--- src/rtl/nn_pkg.sv ---
// nn_pkg: shared Q2.14 constants and MAC engine state encoding
package nn_pkg;
   localparam int Q_WIDTH = 16;
   localparam int Q_FRAC = 14;
   localparam logic signed [Q_WIDTH-1:0] Q_MAX = 16'sh7fff;
   localparam logic signed [Q_WIDTH-1:0] Q_MIN = 16'sh8000;
   typedef enum logic [1:0] {ACCUM, DRAIN, BIAS, OUT} state_t;
endpackage

--- src/rtl/q_round_sat.sv ---
// q_round_sat: round-half-up, saturate and optional ReLU from accumulator to Q2.14
module q_round_sat import nn_pkg::*; #(
   parameter int ACC_WIDTH = 43,
   parameter int WIDTH = Q_WIDTH,
   parameter int FRAC = Q_FRAC,
   parameter bit RELU = 1'b1
) (
   input  logic signed [ACC_WIDTH-1:0] s,
   output logic [WIDTH-1:0]            r
);
   localparam logic signed [ACC_WIDTH-1:0] HALF = $signed(ACC_WIDTH'(1) << (FRAC-1));
   localparam logic signed [ACC_WIDTH-1:0] MAXE = ACC_WIDTH'(Q_MAX);
   localparam logic signed [ACC_WIDTH-1:0] MINE = ACC_WIDTH'(Q_MIN);
   logic signed [ACC_WIDTH-1:0] t;
   always_comb begin
      t = (s + HALF) >>> FRAC;
      r = (RELU && t[ACC_WIDTH-1]) ? '0 : (t > MAXE) ? Q_MAX : (t < MINE) ? Q_MIN : t[WIDTH-1:0];
   end
endmodule

--- src/rtl/neuron_mac_engine.sv ---
// neuron_mac_engine: streams activations against weight memory, adds bias, emits one Q2.14 result per vector
module neuron_mac_engine import nn_pkg::*; #(
   parameter int NUM_INPUTS = 1024,
   parameter int WIDTH = Q_WIDTH,
   parameter int FRAC = Q_FRAC,
   parameter int ADDR_WIDTH = $clog2(NUM_INPUTS+1),
   parameter int ACC_WIDTH = 2*WIDTH+ADDR_WIDTH,
   parameter bit RELU = 1'b1
) (
   input  logic                  clk,
   input  logic                  rst,
   input  logic                  x_valid,
   input  logic [WIDTH-1:0]      x_data,
   output logic                  x_ready,
   output logic [ADDR_WIDTH-1:0] w_addr,
   input  logic [WIDTH-1:0]      w_data,
   output logic                  out_valid,
   output logic [WIDTH-1:0]      out_data,
   input  logic                  out_ready,
   output logic                  busy
);
   state_t state, state_n;
   logic [WIDTH-1:0] x_q;
   logic mul_v, accept, last, done;
   logic signed [2*WIDTH-1:0] prod;
   logic signed [ACC_WIDTH-1:0] acc, sum;
   logic [WIDTH-1:0] r;
   assign x_ready = state == ACCUM;
   assign accept = x_valid & x_ready;
   assign last = accept && w_addr == ADDR_WIDTH'(NUM_INPUTS-1);
   assign done = out_valid & out_ready;
   // operands sign-extended to full product width so the low 2*WIDTH bits are the signed product
   assign prod = $signed({{WIDTH{x_q[WIDTH-1]}}, x_q}) * $signed({{WIDTH{w_data[WIDTH-1]}}, w_data});
   assign sum = acc + $signed({{(ACC_WIDTH-WIDTH-FRAC){w_data[WIDTH-1]}}, w_data, {FRAC{1'b0}}});
   q_round_sat #(.ACC_WIDTH(ACC_WIDTH), .WIDTH(WIDTH), .FRAC(FRAC), .RELU(RELU)) u_rs (.s(sum), .r(r));
   always_comb begin
      state_n = state;
      state_n = (state == ACCUM) ? (last ? DRAIN : ACCUM) :
                (state == DRAIN) ? BIAS :
                (state == BIAS)  ? OUT  : (done ? ACCUM : OUT);
   end
   always_ff @(posedge clk) begin
      if (rst) begin
         state <= ACCUM;
         w_addr <= '0;
         out_valid <= 1'b0;
         out_data <= '0;
         busy <= 1'b0;
         acc <= '0;
         mul_v <= 1'b0;
         x_q <= '0;
      end else begin
         state <= state_n;
         mul_v <= accept;
         if (accept) begin
            x_q <= x_data;
            w_addr <= w_addr + 1'b1;
            busy <= 1'b1;
         end
         if (mul_v) acc <= acc + {{(ACC_WIDTH-2*WIDTH){prod[2*WIDTH-1]}}, prod};
         if (state == BIAS) begin
            out_data <= r;
            out_valid <= 1'b1;
         end
         if (done) begin
            out_valid <= 1'b0;
            acc <= '0;
            w_addr <= '0;
            busy <= 1'b0;
         end
      end
   end
endmodule

--- config.mk ---
export PLATFORM = sky130hd
export DESIGN_NAME = neuron_mac_engine
export DESIGN_NICKNAME = d
export VERILOG_FILES = /design/src/rtl/nn_pkg.sv /design/src/rtl/q_round_sat.sv /design/src/rtl/neuron_mac_engine.sv
export SDC_FILE = /design/constraint.sdc
export NUM_CORES = 1
export LEC_CHECK = 0
export ABC_AREA = 1
export BUFFER_PORTS_ARGS = -buffer_cell sky130_fd_sc_hd__buf_2
export CORE_MARGIN = 1
export CORE_UTILIZATION = 35
export CTS_BUF_LIST = sky130_fd_sc_hd__clkbuf_8
export CTS_CLUSTER_SIZE = 16
export DETAILED_ROUTE_END_ITERATION = 12
export GPL_TIMING_DRIVEN = 0
export HOLD_SLACK_MARGIN = 0.08
export RECOVER_POWER = 100
export SETUP_SLACK_MARGIN = 0.3
export SYNTH_ARGS = -nofsm -noshare
export SYNTH_HDL_FRONTEND = slang
export SYNTH_SLANG_ARGS = --single-unit
--- constraint.sdc ---
create_clock -name clk -period 13.1 [get_ports clk]
set_clock_uncertainty 0.15 [all_clocks]
set_input_delay 2.62 -clock clk [delete_from_list [all_inputs] [get_ports clk]]
set_output_delay 2.62 -clock clk [all_outputs]
set_load 0.1 [all_outputs]
Word level (Yosys, flattened, before mapping)
Index checks and enable logic that the tools add are counted.
- muxes and demuxes: 8
- reduce and logical (&&, ||, !) cells: 3
- equality and inequality tests: 3
- multiply operators: 1
- $add $sub $neg: 4
- div/mod/pow operators: 0
- bitwise logic cells: 2
- $lt $le $gt $ge: 2
- shift operators: 0
- operator list (cell ; number):
    16-bit two-way mux ; 3
    43-bit by 15-bit adder with 43-bit output (second input constant) ; 1
    43-bit by 30-bit adder with 43-bit output ; 1
    43-bit adder ; 1
    16-bit by 16-bit multiplier with 32-bit output ; 1
    29-bit by 16-bit greater-than comparator with 1-bit output (second input constant) ; 1
    29-bit by 16-bit less-than comparator with 1-bit output (second input constant) ; 1
    11-bit by 1-bit adder with 11-bit output (second input constant) ; 1
    11-bit by 10-bit == test with 1-bit output (second input constant) ; 1
    2-bit two-way mux ; 4
    1-bit AND ; 2
    2-bit by 1-bit == test with 1-bit output (second input constant) ; 1
    2-bit == test (second input constant) ; 1
    2-bit zero test ; 1
    2-bit OR reduction ; 1
    1-bit logical AND ; 1
    1-bit two-way mux ; 1
- register bits after elaboration: 91
- logic and storage cells: 31
- output and inout bits: 30
- bits in latches: 0
- memory bits (writable): 0
- memories: 0
- ROM bits: 0
- input bits: 36

Longest topological paths before layout
- depth after elaboration: 6
- mapped depth: 41
- depth with buffers taken out: 39

Cells and area by module
Synthesis repeated with hierarchy kept, for this count alone.
- cells, all modules: 2980
- area, all modules: 20005.4 µm²
- modules (own cells, without submodules) (module ; instances ; area each (µm²) ; cells each ; sequential area each (µm²)):
    neuron_mac_engine ; 1 ; 18636.6 ; 2696 ; 1821.7
    q_round_sat ; 1 ; 1368.8 ; 284 ; 0.0

Worst setup path after synthesis
No wires, ideal clock.
- path type: input port to flip-flop
- start: input w_data[3]
- end: register acc[42]
- library setup time: 0.113 ns
- stages: 36
- path buffers: 2
- arrival time: 9.869 ns
- slack: 2.968 ns
- data required time: 12.837 ns
- path through: clkbuf_1 clkbuf_1 nand2_1 fa_1 inv_1 fa_1 fa_1 fa_1 fa_1 inv_1 fa_1 inv_1 ha_1 nand2_1 nor4_1 nand3_1 nand3_1 nand3_1 nand2_1 nand3_1 nand2_1 xnor2_1 inv_1 ha_1 inv_1 nor3_1 inv_1 nor4_1 nand3_1 nand3_1 a21oi_1 nand3b_1 nand3_1 nand2_1 nand2_1 nor2_1
- cells in the longest elaborated chain, start to end: 2
- ends and longest elaborated chain (item ; line ; text):
    start: declaration ; neuron_mac_engine.sv:16 ; input logic [WIDTH-1:0] w_data,
    16-bit by 16-bit multiplier with 32-bit output ; neuron_mac_engine.sv:33 ; assign prod = $signed({{WIDTH{x_q[WIDTH-1]}}, x_q}) * $signed({{WIDTH{w_data[WIDTH-1]}}, w_data});
    43-bit adder ; neuron_mac_engine.sv:60 ; if (mul_v) acc <= acc + {{(ACC_WIDTH-2*WIDTH){prod[2*WIDTH-1]}}, prod};
    end signal: assignment ; neuron_mac_engine.sv:60 ;
    end: declaration ; neuron_mac_engine.sv:26 ; logic signed [ACC_WIDTH-1:0] acc, sum;
No other way between the ends.
A chain may end at the register's enable or synchronous reset.

Worst setup path in the final report
Same ends and word-level chain as after synthesis.

==> results.py <==
metrics = {
    "floorplan": {
        "dieArea_mm2": 0.0542,
        "core.rowCount": 84,
        "die_h_um": 233,
        "top_level_ports": 66,
        "start_util_pct": 35.4,
        "die_w_um": 233,
        "placeableCoreArea_mm2": 0.0527,
    },
    "detailed_routing": {
        "firstDrtPassIters": 7,
        "num_vias": 16600,
        "wl_um": 57700,
        "post_drt_wl_per_cell_um": 16.6,
        "final_antenna_net_count": 0,
        "viasPerCell": 4.78,
        "drc": 0,
        "drt_iter0_markers": 1286,
    },
    "cts": {
        "cts-buffers-inserted": 9,
        "cts_hold_repair.buffers": 0,
        "ctsResizeCount": 0,
        "tritoncts": "yes",
        "worstSkewPairLatency_ps": 460,
        "cts_buffer_depth": 2,
        "htree_levels": 3,
        "post_cts_buffers": 0,
        "clk_pin_slew_ps": 100,
        "cts-root-buf": "clkbuf_8",
        "clock-sinks": 91,
    },
    "critical_path": {
        "start_kind": "primary input",
        "required_ps": 13300,
        "cpMostUsedCell": "nand3_1",
        "r2r-end": "acc[42]",
        "reg2reg_slack_ps": 3050,
        "r2r-start": "x_q[15]",
        "endpoint_kind": "flip-flop",
        "crit_slowest_cell": "fa_1",
        "worstRegToRegCells": 36,
        "critPathKind": "in -> reg",
        "critPathMaxStageDelay_ps": 930,
        "worstPathMaxFanout": 10,
        "arrival_ps": 12030,
    },
    "sta": {
        "rsz0062_at_grt": "no",
        "max_freq_ghz": 0.0845,
        "hold_viol": 0,
        "tightestPinTransition_ps": 1430,
        "relSlewSlack_pct": 5.29,
        "maxSlewViolCount": 0,
        "setup_viol": 0,
        "period_minus_slack_ps": 11830,
        "period_share_pct": 90.3,
        "tns_ps": 0,
    },
    "logic_synthesis": {
        "synth_mux_area_share_pct": 0,
        "syn_inst": 2698,
        "syn_nets": 3157,
        "async_flop_share_pct": 0,
        "synth_top_family_by_area": "adder cells",
        "yosys_register_bits": 91,
        "synthSimpleGateAreaFrac_pct": 23.0,
        "synth_cell_types": 49,
        "synth_compound_gate_area_share_pct": 9.41,
        "synthXorXnorAreaFrac_pct": 3.47,
        "synth.avg_cell_area_um2": 6.92,
        "syn_area_mm2": 0.0187,
        "synthAdderAreaFrac_pct": 39.0,
        "ys_seq_area_share_pct": 9.76,
        "ys_warn_count": 0,
        "synth_ff_type": "dfxtp_1",
        "synth_edf_count": 0,
    },
    "global_route": {
        "grt_pass1_wl_um": 91800,
        "antenna_found_initial": 1,
        "grt_util_all_layers_pct": 22.4,
        "grt_overflow": 0,
        "grt_pass1_vias": 16400,
        "grt_max_degree": 16,
    },
    "layout": {
        "antenna-diode-count": 0,
        "area_growth_pct": 6.83,
        "drive_gt1_share_pct": 4.03,
        "nets": 3232,
    },
    "flow_run": {
        "maxCapViolations": 0,
    },
    "hold_path": {
        "hold_path_class": "reg -> reg",
        "min_path_cells": 2,
        "worstHoldStart": "out_data[15]",
        "min_to": "out_data[15]",
    },
    "place": {
        "place_congestion": 0.957,
        "io_buffers": 64,
        "hpwlAfterDp_um": 48800,
    },
    "run_status": {
        "status": "completed",
    },
}
## sequential cells by signal (all words and copies together) (netlist names)
register / cells
acc: 43
out_data: 16
x_q: 16
w_addr: 11
state: 2
busy: 1
mul_v: 1
out_valid: 1
## through the flow
step / instances / utilization, % / setup slack (ps) / hold slack (ps) / instance area, µm²
2_1_floorplan: 2698 / - / 2970 / 295 / 18700
3_3_place_gp: 3450 / 37.7 / 970 / 274 / 19800
3_5_place_dp: 3450 / 37.7 / 1010 / 278 / 19800
4_1_cts: 3465 / 38.0 / 1440 / 292 / 20000
5_1_grt: 3465 / 37.9 / 570 / 317 / 19900
6_report: 3465 / 37.9 / 1270 / 291 / 19900
## cells by family after synthesis
family                     Yosys count
and+or+nand+nor                   1042
buffers and inverters              761
adders and majority gates          423
AOI/OAI and AO/OA                  307
DFF                                 91
xor gates and xnor gates            74
## layer usage
metal / share of wire, % / global-route usage (%) / vias to the layer above / wire (µm)
met1: 46 / 30.2 / 7761 / 26300
met3: 7.1 / 4.61 / 79 / 4070
met4: 3.3 / 6.74 / 0 / 1880
met2: 44 / 35.7 / 505 / 25500
li1: - / - / 8212 / -
met5: 0 / 0 / - / 0
## cell type report
cell class / count / area [µm²]
clock buffers: 9 / 124
plain buffers: 87 / 335
inverters: 674 / 2530
repair buffers: 64 / 279
well taps: 688 / 861
fillers: 5722 / 32700
clock inverters: 6 / 66.3
flip-flops and latches: 91 / 1820
multi-input cells: 1846 / 13900
## cells in the final DEF (no fill, tap or decap), drive strengths merged, types with 2 or more instances in the layout
cell      netlist  layout
ha            159     159
a21boi          5       5
o221ai          4       4
or2            12      12
nor3           23      23
nand2         655     655
fa            264     264
nor4            3       3
clkbuf         82     125
o21bai         10      10
o21a            6       6
nor2          240     240
a31oi          13      13
a21oi         134     134
o21ai         105     105
nand3b          4       4
o211ai         14      14
clkinv          4       5
and3            4       4
and2            2       2
clkinvlp        0       2
dfxtp          91      91
inv           670     672
xnor2          24      24
nand3          75      75
buf             5      35
xor2           50      50
nand4          22      22
a21o           12      12
## how the worst max path moves through the flow
stage	from	slack, ps	cells after the start	end
after floorplan	w_data[3]	2970	36	acc[42]
after global placement	w_data[3]	970	37	acc[42]
after detailed placement	w_data[3]	1010	37	acc[42]
after CTS	w_data[3]	1440	37	acc[42]
after global routing	w_data[3]	570	37	acc[42]
final	w_data[3]	1270	37	acc[42]
## synthesized netlist by cell type, types with 2 or more instances
library cell / number / area (µm²)
nand2_1: 644 / 2420
o211ai_1: 14 / 105
inv_2: 18 / 67.6
nand3b_1: 4 / 30.0
nand4_1: 21 / 131
a21o_1: 12 / 90.1
nand3_1: 70 / 350
o221ai_1: 4 / 35.0
nor4_1: 3 / 18.8
o21ai_0: 99 / 495
xor2_1: 50 / 438
buf_1: 2 / 7.51
nor3_1: 20 / 100
and2_1: 2 / 12.5
o21bai_1: 9 / 67.6
o21ai_1: 5 / 25.0
clkbuf_1: 82 / 308
clkinv_1: 4 / 15.0
and3_1: 4 / 25.0
a21oi_2: 13 / 114
dfxtp_1: 91 / 1820
ha_1: 159 / 1990
nand3_2: 5 / 50.1
a21oi_1: 121 / 606
fa_1: 264 / 5290
inv_1: 652 / 2450
a21boi_0: 5 / 37.5
a31oi_1: 13 / 81.3
xnor2_1: 24 / 210
o21a_1: 6 / 45.0
buf_6: 2 / 22.5
or2_1: 2 / 12.5
nor3_2: 3 / 30.0
nor2_2: 12 / 75.1
or2_2: 10 / 62.6
nor2_1: 226 / 848
nor2_4: 2 / 22.5
nand2_2: 10 / 62.6
## worst max-delay path: cells and delay by family
family / cells / cell delay, ps
and+or+nand+nor: 18 / 3090
xor gates and xnor gates: 1 / 110
buffers and inverters: 9 / 1550
AOI/OAI and AO/OA: 1 / 130
adders and majority gates: 8 / 4490
Power is not shown: default switching activity piles up to over one toggle a cycle in this logic, so the estimate is an artifact.
